--- config.mk ---
export PLATFORM = sky130hd
export DESIGN_NAME = posit_decode_flat
export DESIGN_NICKNAME = d
export VERILOG_FILES = /design/src/rtl/posit_decode_if.sv /design/src/rtl/posit_decode.sv /design/src/flat_wrapper.sv
export SDC_FILE = /design/constraint.sdc
export NUM_CORES = 1
export LEC_CHECK = 0
export CORE_UTILIZATION = 50
export CTS_BUF_LIST = sky130_fd_sc_hd__clkbuf_16
export DETAILED_ROUTE_END_ITERATION = 7
export GPL_TIMING_DRIVEN = 1
export PLACE_DENSITY_LB_ADDON = 0.1
export SETUP_SLACK_MARGIN = 0.02
export SLEW_MARGIN = 0
export SYNTH_ARGS = -nofsm -noshare
export SYNTH_HDL_FRONTEND = slang
export SYNTH_SLANG_ARGS = --single-unit
--- constraint.sdc ---
create_clock -name clk -period 4.6 [get_ports clk]
set_clock_uncertainty 0.05 [all_clocks]
set_input_delay 1.15 -clock clk [delete_from_list [all_inputs] [get_ports clk]]
set_output_delay 1.15 -clock clk [all_outputs]
set_load 0.03 [all_outputs]
--- src/rtl/posit_decode_if.sv ---
// Handshake and result bundle between a posit word producer and posit_decode.
// The master side supplies words and consumes results; the slave side is the decoder.
interface posit_decode_if #(
    parameter int N  = 32,
    parameter int ES = 3
);
    localparam int EW = (ES > 0) ? ES : 1;

    logic [N-1:0]       posit_in;
    logic               in_valid;
    logic               in_ready;
    logic               sign_out;
    logic signed [7:0]  k_out;
    logic [EW-1:0]      exp_out;
    logic [31:0]        frac_out;
    logic [5:0]         frac_len;
    logic               is_zero;
    logic               is_nar;
    logic               out_valid;
    logic               out_ready;

    modport master (
        output posit_in, in_valid, out_ready,
        input  in_ready, sign_out, k_out, exp_out, frac_out, frac_len,
               is_zero, is_nar, out_valid
    );

    modport slave (
        input  posit_in, in_valid, out_ready,
        output in_ready, sign_out, k_out, exp_out, frac_out, frac_len,
               is_zero, is_nar, out_valid
    );
endinterface

--- src/rtl/posit_decode.sv ---
// Sequential posit field decoder: resolves sign/magnitude, serially measures the
// regime run, then unpacks exponent and an MSB-aligned fraction for the datapath.
module posit_decode #(
    parameter int N  = 32,
    parameter int ES = 3
) (
    input  logic           clk,
    input  logic           rst_n,
    posit_decode_if.slave  bus
);
    localparam int EW = (ES > 0) ? ES : 1;
    localparam int IW = $clog2(N);

    localparam logic [2:0] IDLE = 3'd0;
    localparam logic [2:0] CONV = 3'd1;
    localparam logic [2:0] SCAN = 3'd2;
    localparam logic [2:0] PACK = 3'd3;
    localparam logic [2:0] DONE = 3'd4;

    localparam logic [N-1:0] NAR_WORD = {1'b1, {(N-1){1'b0}}};

    logic [2:0]        state_r;
    logic [N-1:0]      posit_r;
    logic [N-1:0]      mag_r;
    logic              run_bit_r;
    logic [5:0]        m_r;
    logic [IW-1:0]     idx_r;
    logic              special_r;

    logic              sign_r;
    logic signed [7:0] k_r;
    logic [EW-1:0]     exp_r;
    logic [31:0]       frac_r;
    logic [5:0]        frac_len_r;
    logic              is_zero_r;
    logic              is_nar_r;
    logic              out_valid_r;
    logic              in_ready_r;

    logic [N-1:0]      conv_mag_s;
    logic              scan_bit_s;
    logic [5:0]        reg_len_s;
    logic [5:0]        rem_s;
    logic [31:0]       body_s;
    logic [EW-1:0]     exp_s;
    logic [31:0]       frac_s;
    logic [5:0]        frac_len_s;
    logic signed [7:0] k_s;

    // Magnitude, current scan bit and the PACK-stage field extraction.
    always_comb begin
        conv_mag_s = posit_r;
        if (posit_r[N-1]) begin
            conv_mag_s = ~posit_r + N'(1);
        end else begin
            conv_mag_s = posit_r;
        end

        scan_bit_s = mag_r[idx_r];

        // A run that fills every bit below the sign has no terminator bit.
        if (m_r < 6'(N-1)) begin
            reg_len_s = m_r + 6'd1;
        end else begin
            reg_len_s = 6'(N-1);
        end
        rem_s = 6'(N-1) - reg_len_s;

        // Drop sign and regime so exponent then fraction sit at bit 31.
        body_s = (32'(mag_r) << (32 - N)) << (reg_len_s + 6'd1);
        exp_s  = EW'(body_s >> (32 - ES));
        frac_s = body_s << ES;

        if (rem_s > 6'(ES)) begin
            frac_len_s = rem_s - 6'(ES);
        end else begin
            frac_len_s = 6'd0;
        end

        if (run_bit_r) begin
            k_s = $signed({2'b00, m_r}) - 8'sd1;
        end else begin
            k_s = 8'sd0 - $signed({2'b00, m_r});
        end
    end

    // Control FSM and all result registers.
    always_ff @(posedge clk) begin
        if (!rst_n) begin
            state_r     <= IDLE;
            posit_r     <= '0;
            mag_r       <= '0;
            run_bit_r   <= 1'b0;
            m_r         <= 6'd0;
            idx_r       <= '0;
            special_r   <= 1'b0;
            sign_r      <= 1'b0;
            k_r         <= 8'sd0;
            exp_r       <= '0;
            frac_r      <= 32'd0;
            frac_len_r  <= 6'd0;
            is_zero_r   <= 1'b0;
            is_nar_r    <= 1'b0;
            out_valid_r <= 1'b0;
            in_ready_r  <= 1'b1;
        end else begin
            case (state_r)
                IDLE: begin
                    if (bus.in_valid) begin
                        posit_r    <= bus.posit_in;
                        sign_r     <= 1'b0;
                        k_r        <= 8'sd0;
                        exp_r      <= '0;
                        frac_r     <= 32'd0;
                        frac_len_r <= 6'd0;
                        is_zero_r  <= 1'b0;
                        is_nar_r   <= 1'b0;
                        in_ready_r <= 1'b0;
                        state_r    <= CONV;
                    end else begin
                        state_r    <= IDLE;
                    end
                end
                CONV: begin
                    mag_r <= conv_mag_s;
                    if (posit_r == '0) begin
                        special_r <= 1'b1;
                        is_zero_r <= 1'b1;
                        sign_r    <= posit_r[N-1];
                        state_r   <= PACK;
                    end else if (posit_r == NAR_WORD) begin
                        special_r <= 1'b1;
                        is_nar_r  <= 1'b1;
                        sign_r    <= posit_r[N-1];
                        state_r   <= PACK;
                    end else begin
                        special_r <= 1'b0;
                        run_bit_r <= conv_mag_s[N-2];
                        m_r       <= 6'd0;
                        idx_r     <= IW'(N-2);
                        state_r   <= SCAN;
                    end
                end
                SCAN: begin
                    if (scan_bit_s == run_bit_r) begin
                        m_r <= m_r + 6'd1;
                        if (idx_r == '0) begin
                            state_r <= PACK;
                        end else begin
                            idx_r <= idx_r - IW'(1);
                        end
                    end else begin
                        state_r <= PACK;
                    end
                end
                PACK: begin
                    if (!special_r) begin
                        sign_r     <= posit_r[N-1];
                        k_r        <= k_s;
                        exp_r      <= exp_s;
                        frac_r     <= frac_s;
                        frac_len_r <= frac_len_s;
                    end
                    out_valid_r <= 1'b1;
                    state_r     <= DONE;
                end
                DONE: begin
                    if (bus.out_ready) begin
                        out_valid_r <= 1'b0;
                        in_ready_r  <= 1'b1;
                        state_r     <= IDLE;
                    end
                end
                default: begin
                    out_valid_r <= 1'b0;
                    in_ready_r  <= 1'b1;
                    state_r     <= IDLE;
                end
            endcase
        end
    end

    assign bus.in_ready  = in_ready_r;
    assign bus.sign_out  = sign_r;
    assign bus.k_out     = k_r;
    assign bus.exp_out   = exp_r;
    assign bus.frac_out  = frac_r;
    assign bus.frac_len  = frac_len_r;
    assign bus.is_zero   = is_zero_r;
    assign bus.is_nar    = is_nar_r;
    assign bus.out_valid = out_valid_r;
endmodule

--- src/flat_wrapper.sv ---
// flat-port wrapper written by rule: the top's interface ports become plain ports
module posit_decode_flat 
#(
    parameter int N  = 32,
    parameter int ES = 3
)
  (clk, rst_n, bus_posit_in, bus_in_valid, bus_out_ready, bus_in_ready, bus_sign_out, bus_k_out, bus_exp_out, bus_frac_out, bus_frac_len, bus_is_zero, bus_is_nar, bus_out_valid);
  posit_decode_if #(.N(N), .ES(ES)) bus_i ();
  input  logic clk;
  input  logic rst_n;
  input wire logic [$bits(bus_i.posit_in)-1:0] bus_posit_in;
  input wire logic [$bits(bus_i.in_valid)-1:0] bus_in_valid;
  input wire logic [$bits(bus_i.out_ready)-1:0] bus_out_ready;
  output wire logic [$bits(bus_i.in_ready)-1:0] bus_in_ready;
  output wire logic [$bits(bus_i.sign_out)-1:0] bus_sign_out;
  output wire logic [$bits(bus_i.k_out)-1:0] bus_k_out;
  output wire logic [$bits(bus_i.exp_out)-1:0] bus_exp_out;
  output wire logic [$bits(bus_i.frac_out)-1:0] bus_frac_out;
  output wire logic [$bits(bus_i.frac_len)-1:0] bus_frac_len;
  output wire logic [$bits(bus_i.is_zero)-1:0] bus_is_zero;
  output wire logic [$bits(bus_i.is_nar)-1:0] bus_is_nar;
  output wire logic [$bits(bus_i.out_valid)-1:0] bus_out_valid;
  assign bus_i.posit_in = bus_posit_in;
  assign bus_i.in_valid = bus_in_valid;
  assign bus_i.out_ready = bus_out_ready;
  assign bus_in_ready = bus_i.in_ready;
  assign bus_sign_out = bus_i.sign_out;
  assign bus_k_out = bus_i.k_out;
  assign bus_exp_out = bus_i.exp_out;
  assign bus_frac_out = bus_i.frac_out;
  assign bus_frac_len = bus_i.frac_len;
  assign bus_is_zero = bus_i.is_zero;
  assign bus_is_nar = bus_i.is_nar;
  assign bus_out_valid = bus_i.out_valid;
  posit_decode #(.N(N), .ES(ES)) u_core (.clk(clk), .rst_n(rst_n), .bus(bus_i));
endmodule
Word level (Yosys, flattened, before mapping)
Index checks and enable logic that the tools add are counted.
W data, S select, Z words.
Storage, ports and cells
  bits in registers: 134
  input bits: 36
  output and inout bits: 54
Operators by class
  add/sub/neg operators: 8
  order comparisons: 3
  equality and inequality tests: 17
  shift operators: 1
  mux-type cells: 50
  bitwise logic cells: 5
  reductions and logical operators: 20
Operators with widths (number)
  $mux W32: 3
  $pmux W32 S2: 1
  $mux W6: 7
  $add A32 B1 Y32 const B: 1
  $eq A32 B32 Y1 const B: 1
  $logic_not A32 Y1: 1
  $not A32 Y32: 1
  $shl A32 B6 Y32: 1
  $mux W8: 3
  $pmux W6 S2: 2
  $mux W5: 4
  $mux W3: 6
  $pmux W8 S2: 1
  $pmux W3 S5: 1
  $mux W1: 14
  $add A6 B1 Y6 const B: 2
  $ne A2 B2 Y1 const B: 6
  $reduce_and A3 Y1: 4
  $reduce_and A4 Y1: 3
  $pmux W5 S2: 1
  $pmux W1 S3: 3
  $sub A1 B6 Y7 const A: 1
  $sub A6 B1 Y7 const B: 1
  $eq A3 B2 Y1 const B: 2
  23 further kinds: 34

Logic depth before layout (Yosys ltp)
  depth after elaboration: 7
  mapped depth: 14
  mapped depth without buffers: 11

Least setup slack after synthesis
No wires, ideal clock.
  path type: register to register
  start point: register u_core.m_r[1]
  end point: register u_core.frac_r[28], in the netlist u_core.bus.frac_out[28]
  library setup time: 0.133 ns
  data arrival time: 3.792 ns
  path slack: 0.625 ns
  stages on the path, launching flop included: 14
  buffers on the path: 5
  period minus slack after synthesis: 3.975 ns
  cells stage by stage: dfxtp_1 ha_1 buf_2 a41oi_2 nand2_1 clkbuf_1 ha_1 buf_2 buf_1 clkbuf_1 mux4_2 mux2_2 o211ai_1 a31oi_1
Between the ends
  word-level cells in the longest chain between the ends: 6
  elaborated cells on any way between the ends: 7
Ends and longest elaborated chain
  start, declared: RTL line posit_decode.sv:26  | logic [5:0] m_r;
  start signal, assigned: RTL line posit_decode.sv:146  | m_r <= m_r + 6'd1;
  $add A6 B1 Y6 / $lt A6 B5 Y1 (equally long branches): RTL line posit_decode.sv:63, posit_decode.sv:62
  $mux W6 *: RTL line posit_decode.sv:62  | if (m_r < 6'(N-1)) begin
  $add A6 B1 Y6 *: RTL line posit_decode.sv:70  | body_s = (32'(mag_r) << (32 - N)) << (reg_len_s + 6'd1);
  $shl A32 B6 Y32 *: RTL line posit_decode.sv:70
  $mux W32 *: RTL line posit_decode.sv:157  | if (!special_r) begin
  $pmux W32 S2 *: RTL line posit_decode.sv:107  | case (state_r)
  end signal, assigned: RTL line posit_decode.sv:161  | frac_r <= frac_s;
  end, declared: RTL line posit_decode.sv:33  | logic [31:0] frac_r;
Mark *: on every way between the ends. The rest lies on a longest branch, timed or not. The select of a mux whose other input is x is not followed.
A chain may end at the register's enable or synchronous reset.

Worst setup path after layout
  start point: register u_core.m_r[0]
  end point: register u_core.exp_r[1], in the netlist u_core.bus.exp_out[1]
Between the ends
  word-level cells in the longest chain between the ends: 6
  elaborated cells on any way between the ends: 7
Ends and longest elaborated chain
  $add A6 B1 Y6 / $lt A6 B5 Y1 (equally long branches): RTL line posit_decode.sv:63, posit_decode.sv:62
  $mux W6 *: RTL line posit_decode.sv:62
  $add A6 B1 Y6 *: RTL line posit_decode.sv:70
  $shl A32 B6 Y32 *: RTL line posit_decode.sv:70
  $mux W3 *: RTL line posit_decode.sv:157
  $pmux W3 S2 *: RTL line posit_decode.sv:107
  end signal, assigned: RTL line posit_decode.sv:160  | exp_r <= exp_s;
  end, declared: RTL line posit_decode.sv:32  | logic [EW-1:0] exp_r;
Marks and branches as above.

==> flow_metrics.env <==
export IMPL_status="complete, no violations"
export IMPL_cts_buffer_depth=2
export IMPL_routed_wl_um=21500
export IMPL_grt_overflow=0
export IMPL_cts_buffers=17
export IMPL_synth_cells=920
export IMPL_die_h_um=127
export IMPL_rr_worst_depth=10
export IMPL_p_leak_uw=0.00323
export IMPL_critPathKind="reg -> reg"
export IMPL_io_pins=90
export IMPL_nets=1001
export IMPL_wl_per_cell_um=18.5
export IMPL_post_route_period_util=0.859
export IMPL_final_core_util=0.608
export IMPL_placementRows=45
export IMPL_synth_top_area_frac=0.336
export IMPL_initial_core_util=0.512
export IMPL_endpoint="u_core.bus.exp_out[1]$_SDFFE_PN0P_"
export IMPL_diodes=0
export IMPL_drc=0
export IMPL_period_needed_ns=3.95
export IMPL_worstSetupPathDepth=10
export IMPL_synth_area_um2=7750
export IMPL_drv_slew=0
export IMPL_synth_most_common_cell="dfxtp_1"
export IMPL_clk_pin_slew_ns=0.06
export IMPL_yosys_warnings=0
export IMPL_ys_flop_type="dfxtp_1"
export IMPL_p_clk_frac=0.332
export IMPL_crit_path_cell_trace="ha_1, a41oi_2, nand2_1, ha_2, buf_4, mux4_2, o21ai_0, nand2_1, a222oi_1, a21oi_1"
export IMPL_hold_class="reg -> reg"
export IMPL_path_buf_inv=1
export IMPL_port_buffers=86
export IMPL_arrival_ns=4.17
export IMPL_first_pass_iters=7
export IMPL_hold_depth=2
export IMPL_startpoint_type="flop"
export IMPL_antenna_found_initial=0
export IMPL_dieWidth_um=127
export IMPL_critPathTopFamily="adder cells"
export IMPL_grt_max_degree=81
export IMPL_htreeDepth=4
export IMPL_synth_seq_cells=130
export IMPL_grt_pass1_wl_um=35300
export IMPL_netlist_top_cells_count="130 x dfxtp_1, 122 x nand2_1, 76 x a21oi_1, 75 x nor2_1, 55 x clkbuf_1"
export IMPL_p_sw_uw=1430
export IMPL_vias_per_cell=6.28
export IMPL_slowest_delay_ns=0.75
export IMPL_syn2layout_area_growth_pct=18.8
export IMPL_crit_start="u_core.m_r[0]$_SDFFE_PN0P_"
export IMPL_final_cell_area_um2=9210
export IMPL_max_slew_margin=0.194
export IMPL_r2r_end="u_core.bus.exp_out[1]$_SDFFE_PN0P_"
export IMPL_r2r_start="u_core.m_r[0]$_SDFFE_PN0P_"
export IMPL_pwr_density_cell_nw_per_um2=432
export IMPL_p_seq_frac=0.355
export IMPL_min_from="u_core.bus.frac_len[4]$_SDFFE_PN0P_"
export IMPL_finalSetupTns_ns=0
export IMPL_worstMarginPinSlew_ns=1.20
export IMPL_fmax_ghz=0.253
export IMPL_grt_util_all_layers=0.276
export IMPL_cp_end_kind="flop"
export IMPL_rsz0062_at_grt="false"
export IMPL_fp_coreArea_um2=15100
export IMPL_crit_required_ns=4.81
export IMPL_vias=7285
export IMPL_grt_pass1_vias=6747
export IMPL_placed_cell_area_um2=8640
export IMPL_dieArea_um2=16000
export IMPL_p_int_uw=2550
export IMPL_ys_top_cells_by_area="dfxtp_1 34%, mux4_2 9.3%, nand2_1 5.9%"
export IMPL_finalHoldViolCount=0
export IMPL_cts_setup_buffers=0
export IMPL_sw_frac_of_total=0.359
export IMPL_cts_resized=0
export IMPL_ys_seq_area_frac=0.336
export IMPL_setup_viol=0
export IMPL_yosys_area_top_type="dfxtp_1"
export IMPL_drt_initial_drc_count=624
export IMPL_postCtsHoldBufs=0
export IMPL_cp_max_fo=24
export IMPL_worstSkewPairLatency_ns=0.42
export IMPL_worst_path_max_delay_cell="ha_2"
export IMPL_gp_congestion=0.910
export IMPL_postRouteAntennaNets=0
export IMPL_synthArstFlopShare=0
export IMPL_hold_ws_ns=0.405
export IMPL_maxCapViolCount=0
export IMPL_combPwrFrac=0.313
export IMPL_critPathMostFrequentCell="nand2_1"
export IMPL_ir_drop_uv=256
export IMPL_worst_r2r_setup_slack_ns=0.65
export IMPL_synth_edff_count=0
export IMPL_yosysUniqueCellTypes=68
export IMPL_cts_sinks=130
export IMPL_dp_hpwl_um=15100
export IMPL_synth_avg_cell_area_um2=8.43
export IMPL_drive_above_1_share=0.109
export IMPL_tritoncts="yes"
export IMPL_cts_root_buf="clkbuf_16"
[sequential cells by signal (all words and copies together), names as in the netlist]
name	count
u_core.bus.frac_out	29
u_core.bus.exp_out	3
u_core.posit_r	32
u_core.bus.frac_len	6
u_core.special_r	1
u_core.m_r	6
u_core.bus.is_nar	1
u_core.bus.out_valid	1
u_core.idx_r	5
u_core.bus.is_zero	1
u_core.bus.k_out	7
u_core.run_bit_r	1
u_core.bus.in_ready	1
u_core.mag_r	32
u_core.state_r	3
u_core.bus.sign_out	1
[power groups by stage]
stage / registers (uW) / logic (uW) / clock network [uW]
3_5_place_dp: 1430 / 1230 / 0
4_1_cts: 1410 / 1240 / 1330
6_report: 1410 / 1250 / 1320
2_1_floorplan: 1350 / 998 / 0
3_3_place_gp: 1430 / 1210 / 0
5_1_grt: 1430 / 1360 / 1380
[cells by family (layout without fill, tap and decap cells)]
| family | Yosys count | after routing | share of synthesized area |
|---|---|---|---|
| simple gates | 320 | 320 | 0.191 |
| compound gates | 264 | 264 | 0.227 |
| flops | 130 | 130 | 0.336 |
| buf+inv | 99 | 149 | 0.0550 |
| mux | 55 | 55 | 0.129 |
| xor+xnor | 45 | 45 | 0.0518 |
| fa+ha+maj | 6 | 6 | 0.00968 |
| other cells | 1 | 3 | 0.000484 |
[stage by stage]
step,instances,total power (uW),setup WS (ns)
finish,1160,3980,0.646
global route,1160,4170,0.292
CTS,1160,3980,0.611
detailed placement,1128,2660,0.639
global placement,1128,2640,0.788
floorplan,922,2350,0.625
[final cells by class]
type	count	area, um^2
multi-input combinational	693	4760
clock buffer	17	425
clock inverter	15	144
sequential	130	2600
inverter	14	53.8
fill	1288	5940
tap	188	235
timing repair buffer	103	988
[cell usage in the layout (no fill, tap or decap), drive strengths merged, types with 8 or more instances in the layout]
cell type and instances:
clkbuf 17, a211oi 30, xnor2 17, nand3 46, nor2 75, mux2 15
clkdlybuf4s50 86, nor3 18, o41ai 9, o31ai 15, a32oi 10, a21oi 76
or4 8, buf 17, and2 9, a22oi 24, o21ai 36, xor2 28
mux4 34, dfxtp 130, a31oi 12, nand2 122, nor2b 8, o211ai 26
nor4 8, inv 17
[tightest hold or removal path, stage by stage, from the launching register on]
cell	delay [ns]
dfxtp_1	0.31
nand2_1	0.05
a21oi_1	0.05
[worst min-delay path by stage]
stage | end | slack, ns
after floorplan | u_core.posit_r[19]$_SDFFE_PN0P_ | 0.41
after global placement | u_core.bus.frac_len[2]$_SDFFE_PN0P_ | 0.39
after detailed placement | u_core.bus.frac_len[2]$_SDFFE_PN0P_ | 0.40
after CTS | u_core.bus.frac_len[2]$_SDFFE_PN0P_ | 0.41
after global routing | u_core.bus.frac_len[2]$_SDFFE_PN0P_ | 0.42
final | u_core.bus.frac_len[4]$_SDFFE_PN0P_ | 0.40
[per-layer routing]
layer / part of all wire / global-route usage / vias up / wire length (um)
li1: - / - / 3501 / -
met1: 0.45 / 0.371 / 3460 / 9690
met2: 0.46 / 0.446 / 296 / 9950
met3: 0.068 / 0.0540 / 28 / 1470
met4: 0.018 / 0.0907 / 0 / 377
met5: 0 / 0 / - / 0
(Power assumes the default switching activity.)
